===== src/rtl/rv_pkg.sv =====
// Shared writeback types: register-file request bus and grant source encoding.
package rv_pkg;

    localparam int unsigned XLEN      = 32;
    localparam int unsigned REGADDR_W = 5;
    localparam int unsigned NREGS     = 1 << REGADDR_W;

    typedef struct packed {
        logic                 we;
        logic [REGADDR_W-1:0] rd;
        logic [XLEN-1:0]      data;
    } wb_req_t;

    typedef enum logic [1:0] {
        GNT_NONE,
        GNT_PIPE,
        GNT_LU
    } gnt_e;

endpackage


===== src/rtl/wb_fifo2.sv =====
// Two-entry in-order FIFO of writeback requests; push when full and pop when empty are ignored.
module wb_fifo2
    import rv_pkg::*;
(
    input  logic    clk,
    input  logic    rst_n,
    input  logic    push_i,
    input  wb_req_t din_i,
    input  logic    pop_i,
    output wb_req_t dout_o,
    output logic    full_o,
    output logic    empty_o
);

    wb_req_t [1:0] mem_q, mem_d;
    logic          wr_ptr_q, wr_ptr_d;
    logic          rd_ptr_q, rd_ptr_d;
    logic [1:0]    cnt_q, cnt_d;
    logic          push_ok, pop_ok;

    always_comb begin
        push_ok  = push_i && (cnt_q != 2'd2);
        pop_ok   = pop_i && (cnt_q != 2'd0);
        mem_d    = mem_q;
        wr_ptr_d = wr_ptr_q;
        rd_ptr_d = rd_ptr_q;
        if (push_ok) begin
            mem_d[wr_ptr_q] = din_i;
            wr_ptr_d        = ~wr_ptr_q;
        end
        if (pop_ok) begin
            rd_ptr_d = ~rd_ptr_q;
        end
        cnt_d = cnt_q + 2'(push_ok) - 2'(pop_ok);
    end

    always_ff @(posedge clk or negedge rst_n) begin
        if (!rst_n) begin
            mem_q    <= '0;
            wr_ptr_q <= 1'b0;
            rd_ptr_q <= 1'b0;
            cnt_q    <= '0;
        end else begin
            mem_q    <= mem_d;
            wr_ptr_q <= wr_ptr_d;
            rd_ptr_q <= rd_ptr_d;
            cnt_q    <= cnt_d;
        end
    end

    assign dout_o  = mem_q[rd_ptr_q];
    assign full_o  = (cnt_q == 2'd2);
    assign empty_o = (cnt_q == 2'd0);

endmodule


===== src/rtl/wb_port_arbiter.sv =====
// Arbitrates the register-file write port between the pipeline writeback stage and buffered
// long-latency results, with a starvation stall and an outstanding-write scoreboard.
module wb_port_arbiter
    import rv_pkg::*;
#(
    parameter int unsigned STARVE_LIMIT = 4
) (
    input  logic                 clk,
    input  logic                 rst_n,
    input  logic                 pipe_we_i,
    input  logic [REGADDR_W-1:0] pipe_rd_i,
    input  logic [XLEN-1:0]      pipe_data_i,
    input  logic                 lu_valid_i,
    input  logic [REGADDR_W-1:0] lu_rd_i,
    input  logic [XLEN-1:0]      lu_data_i,
    output logic                 lu_ready_o,
    input  logic                 issue_i,
    input  logic [REGADDR_W-1:0] issue_rd_i,
    output logic [NREGS-1:0]     busy_o,
    output logic                 stall_o,
    output logic                 rf_we_o,
    output logic [REGADDR_W-1:0] rf_rd_o,
    output logic [XLEN-1:0]      rf_wdata_o
);

    localparam int unsigned CNT_W = 4;

    wb_req_t          pipe_req, lu_req, head, rf_req;
    logic             fifo_full, fifo_empty, fifo_push, fifo_pop;
    logic             pipe_eff;
    gnt_e             gnt;
    logic [CNT_W-1:0] wait_cnt_q, wait_cnt_d;
    logic             stall_q, stall_d;
    logic [NREGS-1:0] busy_q, busy_d;

    wb_fifo2 u_fifo (
        .clk     (clk),
        .rst_n   (rst_n),
        .push_i  (fifo_push),
        .din_i   (lu_req),
        .pop_i   (fifo_pop),
        .dout_o  (head),
        .full_o  (fifo_full),
        .empty_o (fifo_empty)
    );

    always_comb begin
        pipe_req = '{we: pipe_we_i, rd: pipe_rd_i, data: pipe_data_i};
        lu_req   = '{we: 1'b1, rd: lu_rd_i, data: lu_data_i};

        // A stalled cycle masks the pipeline so the FIFO head is certain to win the port.
        pipe_eff = rst_n && pipe_req.we && (pipe_req.rd != '0) && !stall_q;

        gnt = GNT_NONE;
        if (pipe_eff) begin
            gnt = GNT_PIPE;
        end else if (!fifo_empty) begin
            gnt = GNT_LU;
        end

        rf_req = '0;
        unique case (gnt)
            GNT_PIPE: rf_req = pipe_req;
            GNT_LU: begin
                rf_req    = head;
                rf_req.we = head.we && (head.rd != '0);
            end
            default: rf_req = '0;
        endcase

        fifo_pop  = (gnt == GNT_LU);
        fifo_push = lu_valid_i && !fifo_full;

        if (fifo_empty || fifo_pop) begin
            wait_cnt_d = '0;
        end else begin
            wait_cnt_d = wait_cnt_q + 1'b1;
        end
        stall_d = !fifo_empty && !fifo_pop && (wait_cnt_q == CNT_W'(STARVE_LIMIT - 1));

        // Issue is applied after the grant clear so a same-cycle set wins.
        busy_d = busy_q;
        if (fifo_pop) begin
            busy_d[head.rd] = 1'b0;
        end
        if (issue_i && (issue_rd_i != '0)) begin
            busy_d[issue_rd_i] = 1'b1;
        end
        busy_d[0] = 1'b0;
    end

    always_ff @(posedge clk or negedge rst_n) begin
        if (!rst_n) begin
            wait_cnt_q <= '0;
            stall_q    <= 1'b0;
            busy_q     <= '0;
        end else begin
            wait_cnt_q <= wait_cnt_d;
            stall_q    <= stall_d;
            busy_q     <= busy_d;
        end
    end

    assign lu_ready_o = !fifo_full;
    assign stall_o    = stall_q;
    assign busy_o     = busy_q;
    assign rf_we_o    = rf_req.we;
    assign rf_rd_o    = rf_req.rd;
    assign rf_wdata_o = rf_req.data;

endmodule


===== config.mk =====
export PLATFORM = sky130hd
export DESIGN_NAME = wb_port_arbiter
export DESIGN_NICKNAME = d
export VERILOG_FILES = /design/src/rtl/rv_pkg.sv /design/src/rtl/wb_fifo2.sv /design/src/rtl/wb_port_arbiter.sv
export SDC_FILE = /design/constraint.sdc
export NUM_CORES = 1
export LEC_CHECK = 0
export ABC_AREA = 1
export ABC_CLOCK_PERIOD_IN_PS = 3060
export BUFFER_PORTS_ARGS = -buffer_cell sky130_fd_sc_hd__buf_2
export CORE_MARGIN = 3
export CORE_UTILIZATION = 55
export CTS_CLUSTER_SIZE = 25
export DETAILED_ROUTE_END_ITERATION = 10
export HOLD_SLACK_MARGIN = 0.1
export PLACE_DENSITY_LB_ADDON = 0.08
export SYNTH_ARGS = -nofsm -noshare
export SYNTH_HDL_FRONTEND = slang
export SYNTH_SLANG_ARGS = --single-unit

===== constraint.sdc =====
create_clock -name clk -period 3.06 [get_ports clk]
set_input_delay 0.306 -clock clk [delete_from_list [all_inputs] [get_ports clk]]
set_output_delay 0.306 -clock clk [all_outputs]
set_load 0.02 [all_outputs]

== After elaboration in Yosys (flattened, before gate mapping) ==
Cells that the tools add are included.
W data, S select, Z words.
Word-level totals
  bits of input ports: 84
  bits in registers: 116
  output and inout port bits: 72
  word-level logic and storage cells: 70
Operators by class
  mux-type cells: 15
  bitwise gates (word level): 5
  $add $sub $neg: 3
  reductions and logical operators: 23
  order comparisons: 7
  eq/ne operators: 5
Operators by type and width (count)
  $mux W38: 3
  $bwmux W76: 1
  $pmux W38 S2: 1
  $mux W32: 2
  $demux W38 S1: 1
  $and A32 B32 Y32: 1
  $not A32 Y32: 1
  $or A32 B32 Y32: 1
  $reduce_bool A5 Y1: 3
  $logic_and A1 B1 Y1: 13
  $lt A5 B6 Y1 const B: 2
  $demux W1 S5: 2
  $ge A5 B1 Y1 const B: 2
  $add A4 B1 Y4 const B: 1
  $eq A2 B2 Y1 const B: 2
  $eq A4 B2 Y1 const B: 1
  $logic_not A1 Y1: 4
  $lt A1 B2 Y1 const B: 2
  $mux W2: 2
  $mux W4: 1
  $add A2 B1 Y2: 1
  $eq A2 B1 Y1 const B: 1
  $logic_not A2 Y1: 1
  $mux W1: 2
  6 further kinds: 7

== Depth between registers and ports, before layout ==
Gate-level depths: netlist (run 1).
  depth in word-level cells: 11
  depth in mapped cells: 10
  mapped depth without buffers: 8

== By module ==
Synthesis (run 1) repeated with hierarchy kept, for this count alone.
Second synthesis, totals
  cells, all modules: 870
  area, all modules: 6174.7 µm²
Modules (own cells, without submodules)
  wb_fifo2: sequential area each 2001.9 µm², area each 3826.2 µm², cells an instance 492, times used 1
  wb_port_arbiter: sequential area each 900.9 µm², area each 2348.5 µm², cells an instance 378, times used 1

== Worst setup path before layout (run 1) ==
OpenSTA, ideal clock, no wires.
  kind: input to output
  start: input pipe_rd_i[2]
  end: output rf_rd_o[0]
  arrival time: 1.395 ns
  data required time: 2.754 ns
  path buffers: 1
  stages: 6
  setup slack: 1.359 ns
  path through: nor2_1 > nand3_2 > buf_2 > nand2_1 > nand2_1 > o21ai_0
Between the ends
  cells in the longest elaborated chain, start to end: 6
  elaborated cells on any way between the ends: 7
  those cells by class: eq/ne: 2; mux: 2; reduce/logical: 3
Ends and longest elaborated chain
  start: declaration: line wb_port_arbiter.sv:11  | input logic [REGADDR_W-1:0] pipe_rd_i,
  $reduce_bool A5 Y1 (*): line wb_port_arbiter.sv:52  | pipe_eff = rst_n && pipe_req.we && (pipe_req.rd != '0) && !stall_q;
  $logic_and A1 B1 Y1 (*) (2 in a row): line wb_port_arbiter.sv:52
  $mux W2 (*): line wb_port_arbiter.sv:55  | if (pipe_eff) begin
  $eq A2 B2 Y1 or $eq A2 B1 Y1 (tied branches): line wb_port_arbiter.sv:62  | unique case (gnt)
  $pmux W38 S2 (*): line wb_port_arbiter.sv:62
  end: declaration: line wb_port_arbiter.sv:22  | output logic [REGADDR_W-1:0] rf_rd_o,
Every way passes the cells marked *; elsewhere a longest branch is shown, timed or not.

== Worst setup path after layout (run 1) ==
  start: register u_fifo.rd_ptr_q
  end: output rf_we_o
Between the ends
  cells in the longest elaborated chain, start to end: 5
Ends and longest elaborated chain
  start: declaration: line wb_fifo2.sv:17  | logic rd_ptr_q, rd_ptr_d;
  start signal: assignment: line wb_fifo2.sv:46  | rd_ptr_q <= rd_ptr_d;
  $mux W38 (implied by the code) (*) (2 in a row): line wb_fifo2.sv:51  | assign dout_o = mem_q[rd_ptr_q];
  $reduce_bool A5 Y1: line wb_port_arbiter.sv:66  | rf_req.we = head.we && (head.rd != '0);
  $logic_and A1 B1 Y1 (*): line wb_port_arbiter.sv:66
  $pmux W38 S2 (*): line wb_port_arbiter.sv:62
  end: declaration: line wb_port_arbiter.sv:21  | output logic rf_we_o,
Every way passes the cells marked *; elsewhere a longest branch is shown, timed or not. The select of a mux whose other input is x is not followed.

==> results.json, run 1 <==
{
  "clk_transition_reported_paths_ps": 60,
  "path_cells": "buf_4 -> inv_4 -> nand2_1 -> nand2_1 -> nand3_2 -> nor2_1 -> o21ai_0 -> buf_2",
  "detailed_place_hpwl_mm": 10.7,
  "register_bit_count_reported_by_yosys": 116,
  "fin_crit_sh": 0.877,
  "grt_use_total": 0.279,
  "synth_warnings": 0,
  "grt_pass1_vias": 5554,
  "finish.net_count": 1083,
  "hold_path_class": "in -> reg",
  "synth_largest_type_area_fraction": 0.487,
  "die_ar_mm2": 0.0121,
  "htree_levels": 4,
  "initial_utilization": 0.572,
  "floorplan.rows": 37,
  "ioPinCount": 156,
  "synth_fa_ha_area_frac": 0.00630,
  "cts.sinks": 116,
  "die-width_um": 110,
  "cts_setup_buffers": 0,
  "place_congestion": 0.947,
  "ys_seq_area_frac": 0.487,
  "detail-route-antenna-nets": 0,
  "run_status": "completed",
  "cts_tree": "done",
  "clockBufferDepth": 2,
  "grt_max_degree": 77,
  "worst_path_largest_cell_delay_ps": 390,
  "max_cap_violations": 0,
  "totalWireLength_mm": 16.2,
  "port_buffers": 154,
  "top_cell_type_by_total_area_after_synthesis": "sky130_fd_sc_hd__dfrtp_1",
  "timing.critical_path.arrival_ps": 2380,
  "timing_hold_violations_final": 0,
  "worst_path_dominant_cell_family": "buffers and inverters",
  "drive_above_1_share": 0.218,
  "syn-mean-instance-area_um2": 7.30,
  "postSynthNetCount": 903,
  "timing.final.setup_violations": 0,
  "drt_iter0_markers": 406,
  "drcViolationCount": 0,
  "fp.coreArea_mm2": 0.0104,
  "yosys-mux-area-fraction": 0,
  "timing.clock.skew_ps": 5.20,
  "worst_ep_required_time_ps": 2750,
  "fmaxAchievable_mhz": 372,
  "vias_per_cell": 5.10,
  "total_leakage_power_nw": 4.26,
  "grt_antenna_before_repair": 0,
  "worst_slew_pin_slew_ps": 893,
  "clk_latency_ps": 520,
  "num_cts_buffers": 17,
  "timing.critical_path.slowest_stage_cell": "sky130_fd_sc_hd__dfrtp_1",
  "cp_max_fo": 43,
  "compound_gate_portion_of_the_synthesized_area": 0.0819,
  "layout-area-overhead-vs-synth_pct": 28.9,
  "die_h_um": 110,
  "wire_length_of_the_first_global_routing_pass_mm": 26.4,
  "yosys.cell_types.count": 30,
  "num_vias": 5845,
  "syn_area_mm2": 0.00596,
  "wire_per_inst_um": 14.1,
  "n_antenna_cell": 0,
  "totalNegativeSetupSlack_ps": 0,
  "final_core_util": 0.737,
  "critical_path_class": "reg -> out",
  "worst_slew_margin_rel": 0.405,
  "globalRoute.totalOverflow": 0,
  "synthSimpleGateAreaFrac": 0.334,
  "crit_path_frequent_cell": "sky130_fd_sc_hd__nand2_1",
  "yosys-top-cells-area": "sky130_fd_sc_hd__dfrtp_1 (49%), sky130_fd_sc_hd__nand2_1 (25%), sky130_fd_sc_hd__inv_1 (4.0%)",
  "rsz0062_at_grt": "no",
  "slew_viol_final": 0,
  "fin_crit_ps": 2690,
  "cts_root_buf": "sky130_fd_sc_hd__clkbuf_8",
  "synthCells": 816,
  "crit_path_start_kind": "flip-flop",
  "critical_path.endpoint_type": "primary output",
  "count_of_buffer_and_inverter_cells_on_the_critical_path": 3,
  "drt-pass1-iter-count": 7,
  "post_synth_xor_area_fraction": 0.00588,
  "max-vdd-ir-drop_v": 0.000630,
  "largest_family_of_logic_cells_by_synthesized_area": "simple AND/OR/NAND/NOR gates",
  "power-per-cell-area_mw_per_mm2": 1060
}
sequential cells by signal, indices dropped and copies added, names as in the netlist:
| signal | count |
|---|---|
| u_fifo.wr_ptr_q | 1 |
| u_fifo.cnt_q | 2 |
| u_fifo.mem_q | 76 |
| u_fifo.rd_ptr_q | 1 |
| busy_o | 31 |
| stall_o | 1 |
| wait_cnt_q | 4 |
cell usage in the layout, fill, tap and decap left out, types with 2 or more instances in the layout:
cell type and instances:
sky130_fd_sc_hd__clkbuf_16 16, sky130_fd_sc_hd__xnor2_1 2, sky130_fd_sc_hd__buf_4 10, sky130_fd_sc_hd__nand2_2 7, sky130_fd_sc_hd__dfrtp_1 116, sky130_fd_sc_hd__bufinv_16 3, sky130_fd_sc_hd__clkbuf_8 3, sky130_fd_sc_hd__nand3_1 43
sky130_fd_sc_hd__dlygate4sd3_1 38, sky130_fd_sc_hd__clkinv_2 7, sky130_fd_sc_hd__buf_2 153, sky130_fd_sc_hd__clkbuf_1 2, sky130_fd_sc_hd__inv_1 63, sky130_fd_sc_hd__nand2_1 393, sky130_fd_sc_hd__nor2_1 41, sky130_fd_sc_hd__nand3_2 3
sky130_fd_sc_hd__o21ai_0 39, sky130_fd_sc_hd__nor3_1 5, sky130_fd_sc_hd__o21ai_1 34, sky130_fd_sc_hd__inv_2 2, sky130_fd_sc_hd__nand4_1 4, sky130_fd_sc_hd__o21ai_2 10, sky130_fd_sc_hd__ha_1 3, sky130_fd_sc_hd__xor2_1 2
cell usage after synthesis (all sizes together):
cell type,count
nor3,5
nand4,4
inv,66
xor2,2
buf,33
conb,1
a21oi,2
o22ai,1
dfrtp,116
nand3,46
o211ai,1
ha,3
nand2,400
nor2,42
clkbuf,7
o21ai,83
or2,2
xnor2,2
per-layer routing:
layer | GRT usage | vias up | wire length, µm
li1 | - | 2885 | -
met1 | 0.356 | 2681 | 6630
met2 | 0.460 | 237 | 8020
met3 | 0.0676 | 42 | 1060
met4 | 0.106 | 0 | 435
met5 | 0 | - | 0
per-stage QoR:
step	power [mW]	area (µm²)	hold slack [ps]	setup WS, ps	cells
5_1_grt	8.79	7680	146	181	1145
6_report	8.17	7680	119	375	1145
3_5_place_dp	6.17	6720	440	965	1075
3_3_place_gp	6.06	6720	437	999	1075
4_1_cts	8.20	7680	104	378	1145
2_1_floorplan	5.15	5960	10.4	1360	816
tightest hold or removal path, delay by kind of cell:
| kind | cells | cell delay [ps] |
|---|---|---|
| buffers and inverters | 2 | 180 |
| AO/OA/AOI/OAI | 1 | 100 |
layout make-up:
class | instances | area, µm²
Timing Repair Buffer | 201 | 1220
Tap cell | 136 | 170
Clock inverter | 11 | 133
Inverter | 66 | 250
Clock buffer | 21 | 449
Sequential cell | 116 | 2900
Multi-Input combinational cell | 594 | 2550
Fill cell | 865 | 2740
kinds of logic (layout without fill, tap and decap cells):
kind of cell / count (synthesis) / after routing
and+or+nand+nor: 499 / 499
AOI/OAI and AO/OA: 87 / 87
DFF: 116 / 116
adders and majority gates: 3 / 3
other: 1 / 1
xor gates and xnor gates: 4 / 4
buffers and inverters: 106 / 299
final timing paths:
path,start,cells past startpoint,slack (ps),end
worst max register to register,u_fifo.rd_ptr_q,9,1080,busy_o[1]
min in group asynchronous,rst_n,3,530,u_fifo.mem_q[5]
max in group asynchronous,rst_n,4,1300,busy_o[28]
worst min register to register,wait_cnt_q[3],1,460,stall_o
worst max-delay path,u_fifo.rd_ptr_q,8,370,rf_we_o
worst min-delay path,lu_rd_i[2],3,120,u_fifo.mem_q[34]
what timing repair did:
action                                  in CTS  in global routing
endpoints found under the hold margin      131                  0
hold buffers                                38                  0
endpoints found under the setup margin       0                  0
resized for setup                            0                  0
power by group:
group	internal [mW]	switching, mW	leakage, nW
logic	1.13	2.43	2.54
registers	2.24	0.417	1.43
clock network	1.27	0.679	0.291
total	4.64	3.53	4.26
Note: power is estimated with default switching activity, not from simulation.
==> run 2: changes to the inputs <==
--- a/config.mk
+++ b/config.mk
@@ -9,7 +9,7 @@
 export ABC_CLOCK_PERIOD_IN_PS = 3060
 export BUFFER_PORTS_ARGS = -buffer_cell sky130_fd_sc_hd__buf_2
 export CORE_MARGIN = 3
-export CORE_UTILIZATION = 55
+export CORE_UTILIZATION = 57
 export CTS_CLUSTER_SIZE = 25
 export DETAILED_ROUTE_END_ITERATION = 10
 export HOLD_SLACK_MARGIN = 0.1
==> run 2 against run 1 <==
Against the previous run: count of clock-buffer cells in the layout decreased by 3; global-route usage increased by 1.0 points; flip-flop and latch count unchanged; highest routed layer unchanged.
==> results.json, run 2 (same netlist as run 1, synthesis figures left out) <==
{
  "wire_per_inst_um": 14.4,
  "fp.coreArea_mm2": 0.00995,
  "run_status": "completed",
  "total_leakage_power_nw": 4.24,
  "worst_slew_margin_rel": 0.412,
  "grt_antenna_before_repair": 0,
  "regToRegEndpoint": "u_fifo.cnt_q[1]",
  "cts_repair_resize_count": 0,
  "clockBufferDepth": 2,
  "num_cts_buffers": 17,
  "cts_setup_buffers": 0,
  "hold_start": "issue_rd_i[4]",
  "grt_pass1_vias": 5793,
  "power-per-cell-area_mw_per_mm2": 1050,
  "fmaxAchievable_mhz": 386,
  "cts_root_buf": "sky130_fd_sc_hd__clkbuf_8",
  "place_congestion": 0.889,
  "finish.net_count": 1084,
  "max_cap_violations": 0,
  "ioPinCount": 156,
  "grt_max_degree": 77,
  "drt-pass1-iter-count": 5,
  "layout-area-overhead-vs-synth_pct": 28.6,
  "drcViolationCount": 0,
  "critical_path_class": "reg -> out",
  "design_area_mm2": 0.00766,
  "drive_above_1_share": 0.219,
  "timing.critical_path.slowest_stage_cell": "sky130_fd_sc_hd__dfrtp_1",
  "grt_use_total": 0.289,
  "hold_slack_ps": 174,
  "vias_per_cell": 5.17,
  "htree_levels": 4,
  "crit_path_start_kind": "flip-flop",
  "layout_commonest_cell": "sky130_fd_sc_hd__nand2_1",
  "detail-route-antenna-nets": 0,
  "r2r-start": "stall_o",
  "layout.cells.most_common_list": "sky130_fd_sc_hd__nand2_1 (393), sky130_fd_sc_hd__buf_2 (153), sky130_fd_sc_hd__dfrtp_1 (116)",
  "ctsHoldBuffers": 39,
  "dpl_cell_area_mm2": 0.00672,
  "cts.sinks": 116,
  "die-width_um": 108,
  "globalRoute.totalOverflow": 0,
  "totalWireLength_mm": 16.4,
  "max-vdd-ir-drop_v": 0.000537,
  "port_buffers": 154,
  "worst_slew_pin_slew_ps": 883,
  "detailed_place_hpwl_mm": 10.6,
  "registers.top_by_ff_count": "u_fifo.mem_q",
  "worst_path_largest_cell_delay_ps": 470,
  "crit_path_frequent_cell": "sky130_fd_sc_hd__nand2_1",
  "largest_reg_flops": 76,
  "timing_hold_violations_final": 0,
  "clk_latency_ps": 520,
  "fin_crit_ps": 2590,
  "timing.final.setup_violations": 0,
  "initial_utilization": 0.598,
  "fin_crit_sh": 0.846,
  "n_antenna_cell": 0,
  "die_ar_mm2": 0.0117,
  "die_h_um": 108,
  "floorplan.rows": 36,
  "wire_length_of_the_first_global_routing_pass_mm": 26.4,
  "worst_ep_required_time_ps": 2750,
  "reg2regPathDepth": 7,
  "clk_transition_reported_paths_ps": 60,
  "totalNegativeSetupSlack_ps": 0,
  "worst-r2r-setup-slack_ps": 1000,
  "rsz0062_at_grt": "no",
  "num_vias": 5914,
  "cp_max_fo": 40,
  "timing.critical_path.arrival_ps": 2280,
  "crit_end": "rf_we_o",
  "timing.clock.skew_ps": 10.7,
  "drt_iter0_markers": 421,
  "critical_path.endpoint_type": "primary output",
  "path_cells": "buf_4 -> nand2_1 -> nand2_1 -> nand3_2 -> nor2_1 -> o21ai_0 -> buf_2",
  "startpoint_of_the_most_critical_setup_path": "u_fifo.rd_ptr_q",
  "slew_viol_final": 0,
  "hold_path_class": "in -> reg",
  "cts_tree": "done"
}
run 2: cell types whose count changed in the layout (fill, tap and decap cells not counted):
cell                            delta
sky130_fd_sc_hd__clkinv_2          -5
sky130_fd_sc_hd__clkinvlp_4        +2
sky130_fd_sc_hd__clkinv_4          +6
sky130_fd_sc_hd__nor2_2            -1
sky130_fd_sc_hd__nor2_4            +1
sky130_fd_sc_hd__dlygate4sd3_1     +1
sky130_fd_sc_hd__bufinv_16         -2
sky130_fd_sc_hd__clkbuf_8          -2
sky130_fd_sc_hd__inv_6             +2
sky130_fd_sc_hd__clkbuf_1          -1
run 2: per-layer routing:
metal / track usage / routed length (µm) / part of all wire
met5: 0 / 0 / 0
met1: 0.351 / 6670 / 0.41
met4: 0.115 / 330 / 0.020
met2: 0.504 / 8190 / 0.50
met3: 0.0609 / 1230 / 0.075
run 2: cell type report:
cell class                      count  area, µm²
Sequential cell                   116       2900
Multi-Input combinational cell    594       2560
Fill cell                         738       2290
Timing Repair Buffer              202       1230
Clock buffer                       18        418
Inverter                           66        250
Tap cell                          133        166
Clock inverter                     14        133
run 2: stage by stage:
| step | cells | setup slack (ps) | util | total power, mW |
|---|---|---|---|---|
| floorplan | 816 | 1360 | - | 5.15 |
| global placement | 1072 | 719 | 0.675 | 6.03 |
| detailed placement | 1072 | 626 | 0.675 | 6.15 |
| CTS | 1143 | 459 | 0.769 | 8.04 |
| global route | 1143 | 278 | 0.769 | 8.60 |
| finish | 1143 | 472 | 0.769 | 8.03 |
run 2: critical path: cells and delay by family, from the launching register on:
kind	cells	cell delay, ps
flip-flops	1	470
AO/OA/AOI/OAI	1	110
buffers and inverters	2	630
AND/OR/NAND/NOR	4	560
run 2: where the power goes:
| group | switching [mW] | leakage (nW) | internal (mW) |
|---|---|---|---|
| logic | 2.43 | 2.55 | 1.13 |
| registers | 0.419 | 1.43 | 2.24 |
| clock network | 0.735 | 0.262 | 1.08 |
run 2: worst min path at each step:
stage | depth (start not counted) | end
final | 4 | busy_o[6]
after global routing | 4 | busy_o[6]
after CTS | 4 | busy_o[6]
after detailed placement | 2 | u_fifo.mem_q[75]
after global placement | 2 | u_fifo.mem_q[75]
after floorplan | 0 | busy_o[10]
